File: config.mk
export PLATFORM = sky130hd
export DESIGN_NAME = bitmap_addr_stream_flat
export DESIGN_NICKNAME = d
export VERILOG_FILES = /design/src/rtl/bitmap_pkg.sv /design/src/rtl/bitmap_addr_stream_if.sv /design/src/rtl/bitmap_wrap_axis.sv /design/src/rtl/bitmap_addr_stream.sv /design/src/flat_wrapper.sv
export SDC_FILE = /design/constraint.sdc
export NUM_CORES = 1
export LEC_CHECK = 0
export CAP_MARGIN = 0
export CORE_UTILIZATION = 45
export CTS_BUF_LIST = sky130_fd_sc_hd__clkbuf_8
export DETAILED_ROUTE_END_ITERATION = 10
export PLACE_DENSITY = 0.65
export SLEW_MARGIN = 10
export SYNTH_ARGS = -nofsm -noshare
export SYNTH_HDL_FRONTEND = slang
export SYNTH_HIERARCHICAL = 1
export SYNTH_SLANG_ARGS = --single-unit
File: constraint.sdc
create_clock -name clk -period 7.24 [get_ports clk]
set_clock_uncertainty 0.05 [all_clocks]
set_input_delay 1.086 -clock clk [delete_from_list [all_inputs] [get_ports clk]]
set_output_delay 1.086 -clock clk [all_outputs]
set_load 0.005 [all_outputs]
File: src/rtl/bitmap_pkg.sv
// Shared constants for the bitmap address stream: mode encoding and default widths.
package bitmap_pkg;

  localparam int CORDW_DEF = 16;
  localparam int ADDRW_DEF = 24;

  localparam logic MODE_CLIP = 1'b0;
  localparam logic MODE_WRAP = 1'b1;

endpackage

File: src/rtl/bitmap_addr_stream_if.sv
// Request/result handshake bundle for bitmap_addr_stream; master = requester, slave = address unit.
interface bitmap_addr_stream_if #(
  parameter int CORDW = bitmap_pkg::CORDW_DEF,
  parameter int ADDRW = bitmap_pkg::ADDRW_DEF
);

  logic                    in_valid;
  logic                    in_ready;
  logic signed [CORDW-1:0] x;
  logic signed [CORDW-1:0] y;
  logic signed [CORDW-1:0] offx;
  logic signed [CORDW-1:0] offy;
  logic                    wrap;

  logic                    out_valid;
  logic                    out_ready;
  logic [ADDRW-1:0]        addr;
  logic                    clip;

  modport master (
    output in_valid, x, y, offx, offy, wrap, out_ready,
    input  in_ready, out_valid, addr, clip
  );

  modport slave (
    input  in_valid, x, y, offx, offy, wrap, out_ready,
    output in_ready, out_valid, addr, clip
  );

endinterface

File: src/rtl/bitmap_wrap_axis.sv
// One-axis range check with optional single-step wrap correction.
// Wrap correction exists only when BITMAP_ADDR_WRAP_EN is defined; otherwise clip-only.
module bitmap_wrap_axis
  import bitmap_pkg::*;
#(
  parameter int CORDW = CORDW_DEF
) (
  input  logic signed [CORDW:0]   s,
  input  logic signed [CORDW-1:0] dim,
  input  logic                    mode,
  output logic [CORDW-1:0]        coord,
  output logic                    out_of_range
);

  // Two guard bits so that s+dim, s-dim and 2*dim never overflow.
  logic signed [CORDW+1:0] s_e;
  logic signed [CORDW+1:0] dim_e;
  logic signed [CORDW+1:0] c;

  assign s_e   = {s[CORDW], s};
  assign dim_e = {{2{dim[CORDW-1]}}, dim};

`ifdef BITMAP_ADDR_WRAP_EN
  always_comb begin
    c = s_e;
    if (mode == MODE_WRAP) begin
      if (s_e[CORDW+1] && (s_e >= -dim_e)) begin
        c = s_e + dim_e;
      end else if ((s_e >= dim_e) && (s_e < (dim_e <<< 1))) begin
        c = s_e - dim_e;
      end
    end
  end
`else
  logic unused_mode;
  assign unused_mode = mode;
  assign c = s_e;
`endif

  assign out_of_range = dim[CORDW-1] || (dim == '0) || c[CORDW+1] || (c >= dim_e);
  assign coord        = c[CORDW-1:0];

endmodule

File: src/rtl/bitmap_addr_stream.sv
// Pixel coordinate to memory address pipeline: offset sum, wrap/clip, multiply, add.
// Optional wrap-around mode is built only with BITMAP_ADDR_WRAP_EN defined.
module bitmap_addr_stream
  import bitmap_pkg::*;
#(
  parameter int CORDW = CORDW_DEF,
  parameter int ADDRW = ADDRW_DEF
) (
  input  logic                    clk,
  input  logic                    rst,
  input  logic signed [CORDW-1:0] bmpw,
  input  logic signed [CORDW-1:0] bmph,
  input  logic [ADDRW-1:0]        base,
  bitmap_addr_stream_if.slave     bus
);

  logic adv;

  logic                  s1_valid;
  logic signed [CORDW:0] s1_sx;
  logic signed [CORDW:0] s1_sy;
  logic                  s1_mode;

  logic             s2_valid;
  logic             s2_clip;
  logic [CORDW-1:0] s2_wx;
  logic [CORDW-1:0] s2_wy;

  logic             s3_valid;
  logic             s3_clip;
  logic [ADDRW-1:0] s3_mul;
  logic [ADDRW-1:0] s3_wx;

  logic [CORDW-1:0] wx;
  logic [CORDW-1:0] wy;
  logic             oor_x;
  logic             oor_y;

  logic [ADDRW-1:0] bmpw_a;
  logic [ADDRW-1:0] wy_a;

  // Whole pipeline moves in lockstep; a stalled output freezes every stage.
  assign adv         = !bus.out_valid || bus.out_ready;
  assign bus.in_ready = adv || rst;

  always_ff @(posedge clk) begin
    if (rst) begin
      s1_valid <= 1'b0;
    end else if (adv) begin
      s1_valid <= bus.in_valid;
    end
    if (adv) begin
      s1_sx   <= {bus.x[CORDW-1], bus.x} + {bus.offx[CORDW-1], bus.offx};
      s1_sy   <= {bus.y[CORDW-1], bus.y} + {bus.offy[CORDW-1], bus.offy};
      s1_mode <= bus.wrap;
    end
  end

  bitmap_wrap_axis #(.CORDW(CORDW)) u_axis_x (
    .s            (s1_sx),
    .dim          (bmpw),
    .mode         (s1_mode),
    .coord        (wx),
    .out_of_range (oor_x)
  );

  bitmap_wrap_axis #(.CORDW(CORDW)) u_axis_y (
    .s            (s1_sy),
    .dim          (bmph),
    .mode         (s1_mode),
    .coord        (wy),
    .out_of_range (oor_y)
  );

  always_ff @(posedge clk) begin
    if (rst) begin
      s2_valid <= 1'b0;
    end else if (adv) begin
      s2_valid <= s1_valid;
    end
    if (adv) begin
      s2_clip <= oor_x || oor_y;
      s2_wx   <= wx;
      s2_wy   <= wy;
    end
  end

  // Product is taken modulo 2^ADDRW, so the operands can be truncated first.
  assign bmpw_a = ADDRW'($unsigned(bmpw));
  assign wy_a   = ADDRW'(s2_wy);

  always_ff @(posedge clk) begin
    if (rst) begin
      s3_valid <= 1'b0;
    end else if (adv) begin
      s3_valid <= s2_valid;
    end
    if (adv) begin
      s3_clip <= s2_clip;
      s3_mul  <= bmpw_a * wy_a;
      s3_wx   <= ADDRW'(s2_wx);
    end
  end

  always_ff @(posedge clk) begin
    if (rst) begin
      bus.out_valid <= 1'b0;
      bus.clip      <= 1'b0;
      bus.addr      <= '0;
    end else if (adv) begin
      bus.out_valid <= s3_valid;
      bus.clip      <= s3_clip;
      bus.addr      <= s3_clip ? base : (base + s3_mul + s3_wx);
    end
  end

endmodule

File: src/flat_wrapper.sv
// flat-port wrapper written by rule: the top's interface ports become plain ports
module bitmap_addr_stream_flat import bitmap_pkg::*;
#(
  parameter int CORDW = CORDW_DEF,
  parameter int ADDRW = ADDRW_DEF
)
  (clk, rst, bmpw, bmph, base, bus_in_valid, bus_x, bus_y, bus_offx, bus_offy, bus_wrap, bus_out_ready, bus_in_ready, bus_out_valid, bus_addr, bus_clip);
  bitmap_addr_stream_if #(.CORDW(CORDW), .ADDRW(ADDRW)) bus_i ();
  input  logic clk;
  input  logic rst;
  input  logic signed [CORDW-1:0] bmpw;
  input  logic signed [CORDW-1:0] bmph;
  input  logic [ADDRW-1:0] base;
  input wire logic [$bits(bus_i.in_valid)-1:0] bus_in_valid;
  input wire logic [$bits(bus_i.x)-1:0] bus_x;
  input wire logic [$bits(bus_i.y)-1:0] bus_y;
  input wire logic [$bits(bus_i.offx)-1:0] bus_offx;
  input wire logic [$bits(bus_i.offy)-1:0] bus_offy;
  input wire logic [$bits(bus_i.wrap)-1:0] bus_wrap;
  input wire logic [$bits(bus_i.out_ready)-1:0] bus_out_ready;
  output wire logic [$bits(bus_i.in_ready)-1:0] bus_in_ready;
  output wire logic [$bits(bus_i.out_valid)-1:0] bus_out_valid;
  output wire logic [$bits(bus_i.addr)-1:0] bus_addr;
  output wire logic [$bits(bus_i.clip)-1:0] bus_clip;
  assign bus_i.in_valid = bus_in_valid;
  assign bus_i.x = bus_x;
  assign bus_i.y = bus_y;
  assign bus_i.offx = bus_offx;
  assign bus_i.offy = bus_offy;
  assign bus_i.wrap = bus_wrap;
  assign bus_i.out_ready = bus_out_ready;
  assign bus_in_ready = bus_i.in_ready;
  assign bus_out_valid = bus_i.out_valid;
  assign bus_addr = bus_i.addr;
  assign bus_clip = bus_i.clip;
  bitmap_addr_stream #(.CORDW(CORDW), .ADDRW(ADDRW)) u_core (.clk(clk), .rst(rst), .bmpw(bmpw), .bmph(bmph), .base(base), .bus(bus_i));
endmodule
Word-level counts from Yosys, hierarchy flattened. Cells that the tools add are included.

$add $sub $neg: 4. $mul: 1. Div/mod/pow operators: 0. $lt $le $gt $ge: 2. Equality and inequality tests: 0. Shifts and indexed selects: 0. Muxes and demuxes: 1. Bitwise gates (word level): 0. Reductions and logical operators: 12.

Operator list (count): 16-bit by 16-bit adder with 17-bit output (2); 17-bit by 16-bit >= comparator with 1-bit output (2); 16-bit zero test (2); 24-bit by 16-bit adder with 24-bit output (1); 24-bit adder (1); 16-bit by 16-bit multiplier with 24-bit output (1); 24-bit two-way mux (1); 1-bit logical OR (9); 1-bit zero test (1).

Flip-flop bits (word level): 137. Latch bits: 0. RAM bits: 0. Bits in read-only memories: 0. Input port bits: 125. Logic and storage cells: 34. Memories: 0.

Logic depth before layout (Yosys ltp).
Depth after elaboration: 5. Depth in mapped cells: 23.

Modules after synthesis. The synthesis kept the hierarchy.

By module, submodules not included: bitmap_addr_stream (instances 1, cells each 1417, area an instance 14207.4 sq um); bitmap_wrap_axis (instances 2, cells each 83, area an instance 615.6 sq um).

Worst setup path before layout. Ideal clock, no wire load.

Kind: input to register. Start point: input port bmpw[12]. End point: register u_core.s3_mul[23], data pin. Data arrival time: 6.260 ns. Data required time: 6.930 ns. Setup slack: 0.670 ns. Stages on the path: 19. Cell sequence: clkbuf_1 -> nand2_1 -> fa_1 -> fa_1 -> fa_1 -> inv_1 -> fa_1 -> fa_1 -> inv_1 -> fa_1 -> inv_1 -> ha_1 -> and3_1 -> a311o_1 -> a21oi_1 -> o21ai_0 -> a211oi_1 -> a21oi_1 -> xnor2_1.

Word-level cells in the longest chain between the ends: 1.

Ends and longest elaborated chain: from (decl) (line flat_wrapper.sv:11) `input logic signed [CORDW-1:0] bmpw;`; 16-bit by 16-bit multiplier with 24-bit output (line bitmap_addr_stream.sv:100) `s3_mul <= bmpw_a * wy_a;`; to (signal assigned) (line bitmap_addr_stream.sv:100); to (decl) (line bitmap_addr_stream.sv:31) `logic [ADDRW-1:0] s3_mul;`.

No other way between the ends. A chain may end at the register's enable or synchronous reset.

Final worst setup path. Ends and elaborated chain as after synthesis.

==> results.sh <==
export IMPL_final_cell_mix="270 x inv_1, 187 x fa_1, 175 x nand2_1, 164 x ha_1, 150 x clkdlybuf4s50_1"
export IMPL_numCtsBuffers=17
export IMPL_gr_usage_met2_pct=33.1
export IMPL_wl_per_cell_um=14.9
export IMPL_layout_area_overhead_vs_synth_pct=16.9
export IMPL_core_area_sq_um=33600
export IMPL_r2r_setup_slack_ns=0.92
export IMPL_cp_max_fo=8
export IMPL_busiest_layer="met2"
export IMPL_path_class="input pin to flop"
export IMPL_met3_usage_pct=3.94
export IMPL_setup_violations_final=0
export IMPL_synthCells=1582
export IMPL_period_minus_slack_ns=6.82
export IMPL_drive_gt1_share_pct=5.87
export IMPL_fmax_mhz=147
export IMPL_worstSkewPairLatency_ns=0.44
export IMPL_htree_levels=4
export IMPL_hold_buffers=0
export IMPL_grt_pass1_vias=11400
export IMPL_max_stage_delay_ns=0.65
export IMPL_grt_setup_unrepaired="false"
export IMPL_syn_num_nets=2058
export IMPL_path_clk_slew_ns=0.09
export IMPL_grt_pass1_wl_um=55200
export IMPL_via_per_inst=5.06
export IMPL_drv_slew=0
export IMPL_period_share_pct=94.2
export IMPL_cts_setup_buffers=0
export IMPL_cts_sinks=137
export IMPL_synth_warning_count=6
export IMPL_netlist_area_sq_um=15400
export IMPL_max_slew_margin_rel_pct=28.9
export IMPL_place_congestion=0.838
export IMPL_post_dp_hpwl_um=26500
export IMPL_die_area_sq_um=35000
export IMPL_cts_buffer_depth=2
export IMPL_endpoint_kind="flop"
export IMPL_drtIter0Drc=452
export IMPL_die_h_um=187
export IMPL_grt_ovfl_total=0
export IMPL_post_cts_resized=0
export IMPL_cp_start_kind="input pin"
export IMPL_required_ns=7.37
export IMPL_layout_cells_most_common="inv_1"
export IMPL_initial_core_util_pct=45.8
export IMPL_grt_max_degree=84
export IMPL_grt_use_total_pct=19.7
export IMPL_pin_count=152
export IMPL_wl_um=32600
export IMPL_tightest_slew_ns=1.06
export IMPL_grt_use_met1_pct=25.8
export IMPL_core_rowCount=67
export IMPL_synth_avg_cell_area_sq_um=9.74
export IMPL_via_count=11100
export IMPL_worstHoldPathType="flop to flop"
export IMPL_cts_root_buf="clkbuf_8"
export IMPL_firstDrtPassIters=6
export IMPL_finish_utilization_pct=53.6
export IMPL_crit_slowest_cell="clkdlybuf4s50_1"
export IMPL_die_w_um=187
export IMPL_crit_arrival_ns=6.95
export IMPL_drc_errors=0
export IMPL_cap_violations=0
export IMPL_cts_tree="done"
export IMPL_status="finished clean"
export IMPL_critPathMostFrequentCell="fa_1"
export IMPL_path_cells="clkdlybuf4s50_1 > nand2_1 > fa_1 > fa_1 > fa_1 > inv_1 > fa_1 > fa_1 > inv_1 > fa_1 > inv_1 > ha_1 > and3_1 > a311o_1 > a21oi_1 > o21ai_0 > a211oi_1 > a21oi_1 > xnor2_1"
export IMPL_fin_nets=2202
export IMPL_antenna_found_initial=2
export IMPL_ant_nets=0
export IMPL_portBuffers=150
export IMPL_hold_violations=0
==> cell type report <==
type                            count  area (sq um)
Timing Repair Buffer              203          2000
Clock inverter                     15           210
Sequential cell                   137          3820
Antenna cell                        1          2.50
Fill cell                        2956         15600
Multi-Input combinational cell   1096         10200
Inverter                          271          1020
Tap cell                          448           561
Clock buffer                       17           234
==> per-stage QoR <==
stage / cell area [sq um] / std cells / hold WS [ns] / TNS (ns) / setup slack (ns)
4_1_cts: 18000 / 2187 / 0.372 / 0 / 0.469
6_report: 18000 / 2188 / 0.367 / 0 / 0.417
3_5_place_dp: 17600 / 2155 / 0.356 / -0.0208 / -0.0208
5_1_grt: 18000 / 2187 / 0.388 / 0 / 0.193
2_1_floorplan: 15400 / 1582 / 0.350 / 0 / 0.670
3_3_place_gp: 17600 / 2155 / 0.353 / 0 / 0.0739
==> metal layers <==
layer	part of all wire (%)	vias up
met5	0	-
met4	1.4	0
met3	6.1	34
met2	47	293
met1	46	5330
li1	-	5405
==> worst max-delay path, delay by kind of cell <==
kind	cells	cell delay (ns)
fa+ha+maj	7	3.35
compound gates	5	1.23
buf+inv	4	0.81
simple gates	2	0.35
xor+xnor	1	0.15
==> registers in the layout (all words and copies together), names as in the netlist <==
signal	count
u_core/bus.addr	24
u_core/s3_mul	24
u_core/s1_sx	17
u_core/s1_sy	17
u_core/s2_wx	16
u_core/s2_wy	16
u_core/s3_wx	16
u_core/bus.clip	1
u_core/bus.out_valid	1
u_core/s1_valid	1
u_core/s2_clip	1
u_core/s2_valid	1
u_core/s3_clip	1
u_core/s3_valid	1
==> final timing paths <==
check | endpoint | from | depth (start not counted)
max | u_core/s3_mul[23] | bmpw[12] | 19
max reg2reg | u_core/s3_mul[23] | u_core/s2_wy[1] | 18
min | u_core/s3_wx[13] | u_core/s2_wx[13] | 0
min reg2reg | u_core/s3_wx[13] | u_core/s2_wx[13] | 0
Power is not shown: default switching activity piles up to over one toggle a cycle in this logic, so the estimate is an artifact.
==> variant (config.mk and constraints unchanged) <==
The package constant `ADDRW_DEF` goes from 24 to 48.
--- a/src/rtl/bitmap_pkg.sv
+++ b/src/rtl/bitmap_pkg.sv
@@ -2,7 +2,7 @@
 package bitmap_pkg;
 
   localparam int CORDW_DEF = 16;
-  localparam int ADDRW_DEF = 24;
+  localparam int ADDRW_DEF = 48;
 
   localparam logic MODE_CLIP = 1'b0;
   localparam logic MODE_WRAP = 1'b1;
Interface: changed (resized base and bus_addr); port bits go from 152 to 200. No check against the original RTL was run, so the function may have changed too.
==> variant against the original RTL <==
- cell area grew 26%
- via count grew 33%
- synthesized cell count grew 30%
- setup slack lost 0.21 ns
- count of clock-buffer cells in the layout grew 1
- sequential cell count grew 32
- non-clock buffer count grew 93
- routed wire length grew 39%
- global-route usage grew 1.8 points
- synthesized area grew 25%
- core utilization grew 0.24 points
- critical endpoint is now u_core/s3_mul[31]
- largest cell class unchanged
Power is left out: the tool's default activity adds up to more than one toggle a clock period on the data nets, which glitch-free logic cannot reach.
==> variant: results (changes against the original RTL) <==
Status
  – Outcome: completed

Route
  – Drt first pass iters: 5 (-1)
  – Initial DRC count: 743 (+64%)
  – Via density: 5.22 (+3.2%)
  – Routed wire length per instance: 16.0 microns (+7.4%)

Timing
  – Final setup margin: 0.209 ns (-0.208 ns)
  – Worst-Margin Slew: 1.07 ns (+0.00213 ns)
  – Hold WS: 0.372 ns (+0.00486 ns)

Global route
  – GR Util All Layers: 0.214 (+0.0179)
  – Vias in the first global route: 15.4k (+35%)
  – First-pass GRT wire length: 75400 microns (+37%)
  – Initial antenna violation count: 1 (-1)
  – GR Util met1: 0.284 (+0.0263)
  – M2 GR Usage: 0.368 (+0.0373)
  – GRT met3 Usage: 0.0325 (-0.00693)
  – Largest net degree at the start of global routing: 114 (+36%)

Logic synthesis
  – Syn_nets: 2638 (+28%)
  – Mapped Cells: 2058 (+30%)

Place
  – Area after DPL: 0.0222 sq mm (+26%)
  – Hpwl dp: 37400 microns (+41%)
  – Port Buffer Count: 198 (+32%)
  – Final Wtd Congestion: 0.869 (+3.8%)

CTS
  – H-tree depth: 4 (unchanged)
  – Worst-skew pair later-pin latency: 0.49 ns (+0.05 ns)

Critical path
  – Crit-path slowest cell: fa_1
  – CP Data Arrival Time: 7.22 ns (+0.27 ns)
  – Critical Path Max Stage Delay: 0.54 ns (-0.11 ns)
  – Delay-heaviest family, CP: adder cells

Finish
  – Non-Filler Instances: 2822 (+29%)
  – Top flop regs: u_core/bus.addr (48), u_core/s3_mul (32)
## variant: worst paths after layout
check	start	to	cells past startpoint
min	u_core/s2_wx[6]	u_core/s3_wx[6]	0
min reg2reg	u_core/s2_wx[6]	u_core/s3_wx[6]	0
max reg2reg	u_core/s2_wy[1]	u_core/s3_mul[30]	20
max	bmpw[5]	u_core/s3_mul[31]	24
## variant: cell type report
type                    instances  area [sq um]
inverters                     308          1160
well taps                     539           674
multi-input cells            1477         13100
fillers                      3793         19500
clock buffers                  18           248
diodes                          1          2.50
repair buffers                296          2760
flip-flops and latches        169          4540
clock inverters                14           178
## variant: metal layers
metal,wire length [microns],share of wire
met2,21400,0.47
met4,648,0.014
met1,21000,0.46
met3,2140,0.047
met5,0,0
## variant: what timing repair did
action / CTS / global route
resized for setup: 1 / 11
pin swaps: 0 / 1
endpoints found under the setup margin: 1 / 10
